==> config.mk <==
export PLATFORM = sky130hd
export DESIGN_NAME = ahb_lite_master_mux
export DESIGN_NICKNAME = d
export VERILOG_FILES = /design/src/rtl/ahb_lite_master_mux.sv
export SDC_FILE = /design/constraint.sdc
export NUM_CORES = 1
export LEC_CHECK = 0
export CELL_PAD_IN_SITES_DETAIL_PLACEMENT = 1
export CELL_PAD_IN_SITES_GLOBAL_PLACEMENT = 1
export CORE_MARGIN = 2
export CORE_UTILIZATION = 29
export CTS_BUF_LIST = sky130_fd_sc_hd__clkbuf_8
export DETAILED_ROUTE_END_ITERATION = 7
export PLACE_DENSITY = 0.81
export SKIP_LAST_GASP = 1
export SLEW_MARGIN = 15
export SYNTH_ARGS = -nofsm -noshare
export SYNTH_HDL_FRONTEND = slang
export SYNTH_SLANG_ARGS = --single-unit
==> constraint.sdc <==
create_clock -name HCLK -period 3.18 [get_ports HCLK]
set_input_delay 0.636 -clock HCLK [delete_from_list [all_inputs] [get_ports HCLK]]
set_output_delay 0.636 -clock HCLK [all_outputs]
set_load 0.01 [all_outputs]
==> src/rtl/ahb_lite_master_mux.sv <==
// ahb_lite_master_mux: two-master AHB-lite arbiter and multiplexer. A losing request is
// parked in a per-master hold register and that master is stalled via its HREADY_Mx.
module ahb_lite_master_mux #(
  parameter int HIGH_PRIO = 0,
  parameter int AW = 32,
  parameter int DW = 32
) (
  input  logic          HCLK,
  input  logic          HRESETn,
  input  logic [AW-1:0] HADDR_M0,
  input  logic [1:0]    HTRANS_M0,
  input  logic          HWRITE_M0,
  input  logic [2:0]    HSIZE_M0,
  input  logic [DW-1:0] HWDATA_M0,
  output logic          HREADY_M0,
  output logic [DW-1:0] HRDATA_M0,
  input  logic [AW-1:0] HADDR_M1,
  input  logic [1:0]    HTRANS_M1,
  input  logic          HWRITE_M1,
  input  logic [2:0]    HSIZE_M1,
  input  logic [DW-1:0] HWDATA_M1,
  output logic          HREADY_M1,
  output logic [DW-1:0] HRDATA_M1,
  output logic [AW-1:0] HADDR,
  output logic [1:0]    HTRANS,
  output logic          HWRITE,
  output logic [2:0]    HSIZE,
  output logic [DW-1:0] HWDATA,
  input  logic          HREADY,
  input  logic [DW-1:0] HRDATA
);
  localparam logic HP = 1'(HIGH_PRIO);
  logic [AW-1:0] w_addr [2];
  logic [1:0]    w_trans [2];
  logic [2:0]    w_size [2];
  logic [1:0]    w_write;
  logic [1:0]    w_eff [2];
  logic [1:0]    w_req, w_issue, w_rdy;
  logic          w_grant;
  logic [AW-1:0] r_hold_addr [2];
  logic [2:0]    r_hold_size [2];
  logic [1:0]    r_hold_vld, r_hold_write;
  logic          r_addr_owner, r_data_vld, r_data_owner;

  assign w_addr  = '{HADDR_M0, HADDR_M1};
  assign w_trans = '{HTRANS_M0, HTRANS_M1};
  assign w_size  = '{HSIZE_M0, HSIZE_M1};
  assign w_write = {HWRITE_M1, HWRITE_M0};

  // a parked request is replayed as NONSEQ; the live inputs are ignored while held
  always_comb
    for (int k = 0; k < 2; k++) begin
      w_eff[k] = r_hold_vld[k] ? 2'b10 : w_trans[k];
      w_req[k] = HRESETn & (r_hold_vld[k] | w_trans[k][1]);
    end

  // a SEQ beat from the owner keeps the grant; a held request beats a fresh one
  assign w_grant = (!HREADY || w_eff[r_addr_owner] == 2'b11 || w_req == 2'b00) ? r_addr_owner :
                   (&w_req) ? ((^r_hold_vld) ? r_hold_vld[1] : HP) : w_req[1];

  always_comb
    for (int k = 0; k < 2; k++) begin
      w_issue[k] = HREADY & w_req[k] & (w_grant == 1'(k));
      w_rdy[k]   = (r_data_vld && r_data_owner == 1'(k)) ? HREADY : !r_hold_vld[k];
    end

  assign HTRANS    = w_req[w_grant] ? w_eff[w_grant] : 2'b00;
  assign HADDR     = r_hold_vld[w_grant] ? r_hold_addr[w_grant] : w_addr[w_grant];
  assign HWRITE    = r_hold_vld[w_grant] ? r_hold_write[w_grant] : w_write[w_grant];
  assign HSIZE     = r_hold_vld[w_grant] ? r_hold_size[w_grant] : w_size[w_grant];
  assign HWDATA    = r_data_owner ? HWDATA_M1 : HWDATA_M0;
  assign HRDATA_M0 = HRDATA;
  assign HRDATA_M1 = HRDATA;
  assign HREADY_M0 = w_rdy[0];
  assign HREADY_M1 = w_rdy[1];

  always_ff @(posedge HCLK or negedge HRESETn)
    if (!HRESETn) begin
      r_addr_owner <= HP;
      r_data_vld   <= 1'b0;
      r_data_owner <= 1'b0;
      r_hold_vld   <= 2'b00;
      r_hold_write <= 2'b00;
      for (int k = 0; k < 2; k++) begin
        r_hold_addr[k] <= '0;
        r_hold_size[k] <= '0;
      end
    end else begin
      if (HREADY) begin
        r_addr_owner <= w_grant;
        r_data_vld   <= HTRANS[1];
        if (HTRANS[1]) r_data_owner <= w_grant;
      end
      for (int k = 0; k < 2; k++)
        if (w_issue[k]) r_hold_vld[k] <= 1'b0;
        else if (!r_hold_vld[k] && w_trans[k][1] && w_rdy[k]) begin
          r_hold_vld[k]   <= 1'b1;
          r_hold_addr[k]  <= w_addr[k];
          r_hold_write[k] <= w_write[k];
          r_hold_size[k]  <= w_size[k];
        end
    end
endmodule

After elaboration in Yosys (flattened, before gate mapping)
Cells that the tools add are included.
{"block": "word_totals", "ff_bits": 77, "inputBits": 175, "out_inout_bits": 136, "elab_cells": 90}
{"block": "op_classes", "n_lt_le_gt_ge": 3, "eq_ne": 1, "mux": 42, "bitwise_logic": 14, "reduce_logical": 19}
{"operator": "32-bit 2-to-1 mux", "count": 8}
{"operator": "3-bit 2-to-1 mux", "count": 7}
{"operator": "1-bit 2-to-1 mux", "count": 18}
{"operator": "2-bit 2-to-1 mux", "count": 9}
{"operator": "2-bit AND reduction", "count": 4}
{"operator": "1-bit AND", "count": 6}
{"operator": "1-bit logical AND", "count": 6}
{"operator": "2-bit greater-or-equal comparator, second input constant", "count": 2}
{"operator": "1-bit inverter", "count": 4}
{"operator": "1-bit inverter with 2-bit output", "count": 2}
{"operator": "2-bit nonzero test", "count": 2}
{"operator": "1-bit zero test", "count": 3}
{"operator": "2-bit equality test, second input constant", "count": 1}
{"operator": "2-bit zero test", "count": 1}
{"operator": "1-bit logical OR", "count": 2}
{"operator": "1-bit by 2-bit < comparator with 1-bit output, second input constant", "count": 1}
{"operator": "1-bit bitwise OR", "count": 2}
{"operator": "2-bit parity", "count": 1}

Longest topological paths before layout
{"block": "logic_depth", "depth_word": 14, "depth_mapped": 6, "ltp_nobuf": 4}

Least setup slack after synthesis
No wires, ideal clock.
{"block": "synth_path", "path_kind": "input to output", "from": "in HTRANS_M1[1]", "to": "out HADDR[17]", "arrival_ns": 2.201, "required_ns": 2.544, "path_slack_ns": 0.343, "cell_stages": 6, "path_buffers": 2, "path_cell_list": "buf_4 or3_1 o2111a_1 a22o_1 clkbuf_1 a221oi_1"}
{"block": "synth_between", "elab_chain_cells": 13, "elab_cells_between_ends": 23, "cone_classes": "eq/ne: 1; mux: 15; bitwise: 3; reduce/logical: 4"}
{"element": "from (decl)", "line_no": "18", "source": "input logic [1:0] HTRANS_M1,"}
{"element": "2-bit 2-to-1 mux", "line_no": "53", "source": "w_eff[k] = r_hold_vld[k] ? 2'b10 : w_trans[k];"}
{"element": "2-bit 2-to-1 mux (not written as such) (3 in series)", "line_no": "58", "source": "assign w_grant = (!HREADY || w_eff[r_addr_owner] == 2'b11 || w_req == 2'b00) ? r_addr_owner :"}
{"element": "2-bit equality test", "line_no": "58"}
{"element": "1-bit logical OR (2 in series)", "line_no": "58"}
{"element": "1-bit 2-to-1 mux (*)", "line_no": "58"}
{"element": "1-bit inverter with 2-bit output (not written as such)", "line_no": "68", "source": "assign HADDR = r_hold_vld[w_grant] ? r_hold_addr[w_grant] : w_addr[w_grant];"}
{"element": "32-bit 2-to-1 mux (not written as such) (3 in series)", "line_no": "68"}
{"element": "32-bit 2-to-1 mux (*)", "line_no": "68"}
{"element": "to (decl)", "line_no": "24", "source": "output logic [AW-1:0] HADDR,"}
Mark *: on every way between the ends. The rest lies on a longest branch, timed or not. The select of a mux whose other input is x is not followed.

Worst setup path after layout
{"block": "layout_path", "from": "in HTRANS_M1[0]", "to": "out HSIZE[0]"}
{"block": "layout_between", "elab_chain_cells": 13, "elab_cells_between_ends": 18, "cone_classes": "eq/ne: 1; mux: 14; bitwise: 1; reduce/logical: 2"}
{"element": "2-bit 2-to-1 mux (*)", "line_no": "53"}
{"element": "2-bit 2-to-1 mux (not written as such) (*) (3 in series)", "line_no": "58"}
{"element": "2-bit equality test (*)", "line_no": "58"}
{"element": "1-bit logical OR (*) (2 in series)", "line_no": "58"}
{"element": "1-bit 2-to-1 mux (*)", "line_no": "58"}
{"element": "1-bit inverter with 2-bit output (not written as such)", "line_no": "70", "source": "assign HSIZE = r_hold_vld[w_grant] ? r_hold_size[w_grant] : w_size[w_grant];"}
{"element": "3-bit 2-to-1 mux (not written as such) (3 in series)", "line_no": "70"}
{"element": "3-bit 2-to-1 mux (*)", "line_no": "70"}
{"element": "to (decl)", "line_no": "27", "source": "output logic [2:0] HSIZE,"}
Marked as above.

==> impl_results.md <==
* Drt drc at 0
* Sink Count at 77
* RePlAce Congestion at 0.841
* Top cells by count, synth: 77 x dfrtp_1, 74 x mux2_2, 65 x buf_4
* Port bufs at 214
* Post-synthesis sequential area ratio at 0.364
* HP Class: primary input to asynchronous set/reset pin
* GR Overflow Total at 0
* Crit path max fanout at 6
* Via-to-Cell Ratio at 4.92
* Final net count at 816
* Worst Tran Pin Value at 638 ps
* DP Worst Slack at -624 ps
* Vias in the first global route at 4903
* Htree depth at 3
* WL/cell at 21.6 um
* Layout Utilization at 0.427
* Final setup fails at 0
* Synth top area cells: dfrtp_1 36%, mux2_2 16%, buf_4 9.2%
* Cells after Synth at 469
* Post-synth EDFFs at 0
* Worst slew margin at 0.575
* Met2 usage at 0.348
* Die Area at 19300 sq um
* Post-Synth Adder-Cell Area at 0
* Compound-Gate Fraction of Synth Area at 0.110
* Worst setup margin at 25.7 ps
* Leakage at 3.43 nW
* Hold_buf cts at 0
* Status: finished clean
* DR vias at 4293
* Average cell area after synthesis at 11.3 sq um
* RSZ-0062 raised after global routing: yes
* Initial Util at 0.295
* Pwr per Cell Area at 613 nW/um^2
* DRT antenna net count at 0
* Async set-reset flop share out of synthesis at 1.00
* CP startpoint kind: primary input
* I/O pin count at 311
* Router iterations before antenna repair at 5
* Post-Synth XOR/XNOR Area at 0
* Die Span Y at 139 um
* Max Cap Viol at 0
* Root Buffer: clkbuf_8
* Post-Route Skew at 11.5 ps
* Met1 Usage GRT at 0.210
* Peak supply drop at 0.370 mV
* GRT Total Usage at 0.193
* Mux contribution to synthesized area at 0.315
* Largest net degree at the start of global routing at 48
* Max Clk Rate at 0.317 GHz
* Largest family of logic cells by synthesized area: multiplexers
* Final Max Tran Viols at 0
* Core Area at 17900 sq um
* Die W at 139 um
* Ys Warns at 0
* Post-Route WL at 18.9 mm
* Period utilization at 0.992
* Min cycle time layout at 3150 ps
* Met3 Usage GRT at 0.0490
* Synthesis-stage register bit count at 77
* # fillers at 1958
* Cell accounting for the most synthesized area: dfrtp_1
* Main flop type after synthesis: dfrtp_1
* GRT Max-Usage Layer: met2
* Crit path DAT at 2520 ps
* Cell with the most instances after synthesis: dfrtp_1
* Max Root-Sink Buffers at 2
* First-pass GRT wire length at 28.9 mm
* Antenna violations before repair at 0
* CP Class: primary input to primary output
* Fin. Hold Viols at 0
* Post-Syn Area at 5290 sq um
* CTS clk-pin slew, worst paths at 70 ps
* Area delta synth->final at 44.6%
* Clk Latency, worst-skew pair at 370 ps
* Distinct cells, synth at 44
* Synth Area in Simple Gates at 0.0589
* CTS tree: done
* Fin Setup TNS at 0 ps
* Initial DRC count at 164
* Endpoint type of the worst setup path: primary output
* Num CTS Buffers at 9
* Layout cells sized above 1 at 0.348
* Post-Syn Nets at 644
* N_diodes at 0
* Yosys top cell area share at 0.364
* Hpwl dp at 14.3 mm
* Rows at 49
* Worst Path Required at 2540 ps
worst max-delay path, cell delays in order:
cell and delay [ps]:
dlygate4sd2_1 260, and4b_4 240, o41ai_4 330, o31ai_4 130, buf_6 160, buf_12 150
buf_12 130, a221oi_1 280, buf_2 190
registers in the layout (all words and copies together), names as in the netlist:
| signal | flops |
|---|---|
| r_hold_vld | 2 |
| r_hold_addr | 64 |
| r_data_owner | 1 |
| r_addr_owner | 1 |
| r_data_vld | 1 |
| r_hold_size | 6 |
| r_hold_write | 2 |
repair_timing:
action,in CTS,in global routing
setup endpoints to repair,38,35
cloned,1,1
gates resized for setup,90,68
setup buffers,2,4
pin swaps,2,6
routing by layer:
layer | up-vias | share of wire
met4 | 0 | 0.049
met5 | - | 0
met3 | 70 | 0.055
met2 | 134 | 0.51
met1 | 2142 | 0.38
li1 | 1947 | -
placed cells by master, fill, tap and decap left out, types with 2 or more instances in the layout:
cell,n
nor2b_1,2
clkbuf_2,12
buf_4,27
o21ai_0,4
dfrtp_1,76
mux2_2,74
nand3b_1,3
mux2_4,30
inv_1,37
mux2i_1,38
nor2_1,40
clkbuf_8,11
a221oi_2,18
nand2b_1,2
clkdlybuf4s15_1,4
buf_6,2
a221oi_1,18
buf_2,19
clkdlybuf4s50_1,170
or3_1,2
dlygate4sd2_1,7
nand3_1,2
o21a_1,2
a21oi_1,2
buf_12,10
area by class of cell:
type	count	area [sq um]	area share
flip-flops and latches	77	1930	0.252
well taps	229	287	0.0375
clock buffers	11	151	0.0198
clock inverters	2	35.0	0.00458
multi-input cells	262	2660	0.348
inverters	37	139	0.0182
repair buffers	254	2450	0.320
cells by family after synthesis:
| kind of cell | after synthesis |
|---|---|
| AOI/OAI and AO/OA | 57 |
| buffers and inverters | 130 |
| DFF | 77 |
| muxes | 142 |
| and+or+nand+nor | 63 |
final timing paths:
path	startpoint	to	slack [ps]	depth (start not counted)
worst min register to register	r_hold_addr[17]	r_hold_addr[17]	510	1
max in group asynchronous	HRESETn	r_hold_addr[8]	2200	3
worst min-delay path	HRESETn	r_data_vld	490	3
min in group HCLK	r_hold_addr[17]	r_hold_addr[17]	510	1
worst max-delay path	HTRANS_M1[0]	HSIZE[0]	30	9
worst max register to register	r_hold_vld[1]	r_hold_addr[55]	810	6
stage by stage:
stage,cells,hold WS [ps],area [sq um],total power [mW]
after global placement,851,489,7410,3.91
final,872,494,7650,4.69
after detailed placement,851,494,7410,4.00
after CTS,867,497,7600,4.70
after floorplan,469,340,5290,2.95
after global routing,872,524,7650,4.99
power breakdown:
group          total (mW)  leakage [nW]  internal, mW  switching, mW
logic                2.31          2.42          1.34          0.974
clock network       0.755        0.0971         0.392          0.363
registers            1.62         0.911          1.38          0.240
total                4.69          3.43          3.11           1.58
(Power assumes the default switching activity.)
==> patch, RTL diff (same flow settings) <==
Change the parameter `DW` from 32 to 48.
--- a/src/rtl/ahb_lite_master_mux.sv
+++ b/src/rtl/ahb_lite_master_mux.sv
@@ -5,3 +5,3 @@
   parameter int AW = 32,
-  parameter int DW = 32
+  parameter int DW = 48
 ) (
Ports: changed (6 resized); port bits go from 311 to 407. No check against the original RTL was run, so the function may have changed too.
==> patch against the original RTL <==
Combinational power rose by 12%; wire length rose by 13%; cell area rose by 10%; sequential cell count did not move; setup slack improved by 0.055 ns; non-clock buffer count rose by 52; count of clock-buffer cells in the layout fell by 2; register-to-register slack improved by 0.04 ns; synthesized cell count rose by 11%; total power rose by 6.0%; clock power rose by 6.6%; synthesized area rose by 8.1%; critical endpoint is now HADDR[5].
==> patch: results (changes against the original RTL) <==
| Metric | Value |
|---|---|
| Outcome | `finished clean (unchanged)` |
| Register-to-Register Path Depth | `8 (was 6)` |
| Hold WS | `0.364 ns (was 0.494 ns)` |
| Int Power | `3.20 mW (was 3.11 mW)` |
| Nets | `932 (was 816)` |
| CP Max Fanout | `38 (was 6)` |
| Number of vias per cell | `4.72 (was 4.92)` |
| Synth cell count leaders | `buf_4, mux2_2, dfrtp_1, nor2_1, mux2i_1 (was dfrtp_1, mux2_2, buf_4, nor2_1, mux2i_1)` |
| Peak supply drop | `0.256 mV (was 0.370 mV)` |
| Port Buffers | `262 (was 214)` |
| Post-Syn Area per Cell | `11.0 um^2 (was 11.3 um^2)` |
| Cell Area, Placed | `8110 um^2 (was 7410 um^2)` |
| Mapped Nets | `742 (was 644)` |
| Fin Clk Skew | `0.0166 ns (was 0.0115 ns)` |
| Relative slew slack | `62.9% (was 57.5%)` |
| Initial antenna violation count | `11 (was 0)` |
| Flop pwr share | `32.0% (was 34.5%)` |
| GP Congestion | `0.801 (was 0.841)` |
| WP data arrival | `2.46 ns (was 2.52 ns)` |
| Number of iterations in the first detailed-routing pass | `4 (was 5)` |
| CP max stage cell | `dfrtp_2 (was o41ai_4)` |
| Post-detail-place hpwl | `15700 um (was 14300 um)` |
| All-layer global routing usage | `20.2% (was 19.3%)` |
| Leak | `3.70 nW (was 3.43 nW)` |
| Worst-path clk slew | `0.10 ns (was 0.07 ns)` |
| Sw Ratio | `35.5% (was 33.7%)` |
| R2R setup slack | `0.85 ns (was 0.81 ns)` |
| Vias in the first global route | `4986 (was 4903)` |
| Area contributors post-synth | `dfrtp_1, mux2_2, buf_4 (unchanged)` |
| First-pass GRT wire length | `30700 um (was 28900 um)` |
| Largest net degree at the start of global routing | `55 (was 48)` |
| Routed via count | `4644 (was 4293)` |
| Critical path's top delay family | `compound AO/OA/AOI/OAI gates (was buffers and inverters)` |
| Number of fillers in the final layout | `2171 (was 1958)` |
| Initial DRC count | `140 (was 164)` |
| Met2 Wirelength | `10400 um (was 9710 um)` |
## patch: through the flow
step	utilization, %	setup slack [ns]
4_1_cts	43.2	-0.0427
3_5_place_dp	41.8	-0.708
3_3_place_gp	41.8	-0.708
2_1_floorplan	-	0.343
6_report	43.4	0.0806
5_1_grt	43.3	-0.0166
## patch: per-layer routing
metal	GRT usage [%]	vias to the layer above
li1	-	2125
met1	23.6	2265
met2	33.1	184
met3	8.87	56
met4	6.69	14
met5	0	-
## patch: worst max path at each step
stage | start | to | slack, ns | depth (start not counted)
6_report | r_addr_owner | HADDR[5] | 0.08 | 8
3_3_place_gp | HTRANS_M1[1] | HWRITE | -0.71 | 7
5_1_grt | r_addr_owner | HTRANS[1] | -0.02 | 8
3_5_place_dp | HTRANS_M1[1] | HWRITE | -0.71 | 7
2_1_floorplan | HTRANS_M1[1] | HADDR[17] | 0.34 | 6
4_1_cts | r_addr_owner | HADDR[1] | -0.04 | 9
## patch: worst min-delay path, cell delays in order
cell and delay, ns:
buf_4 0.11, buf_4 0.16, buf_4 0.15
## patch: final cells by class
class | instances | area share, %
clock buffer | 9 | 1.47
antenna | 4 | 0.119
tap | 265 | 3.94
timing repair buffer | 306 | 35.3
clock inverter | 7 | 0.967
inverter | 37 | 1.65
sequential | 77 | 22.9
multi-input combinational | 278 | 33.6
## patch: kinds of logic after synthesis
family                 after synthesis  share of synthesized area [%]
buffers and inverters              164                           18.4
AOI/OAI and AO/OA                   57                           10.1
DFF                                 77                           33.7
muxes                              158                           32.3
and+or+nand+nor                     63                           5.45
## patch: repair_timing
item                                    in CTS  in global routing
setup buffers                                6                  2
cloned                                       4                  0
hold buffers                                 0                  0
resized for setup                          175                 10
endpoints found under the setup margin      38                 20
pin swaps                                    2                  2
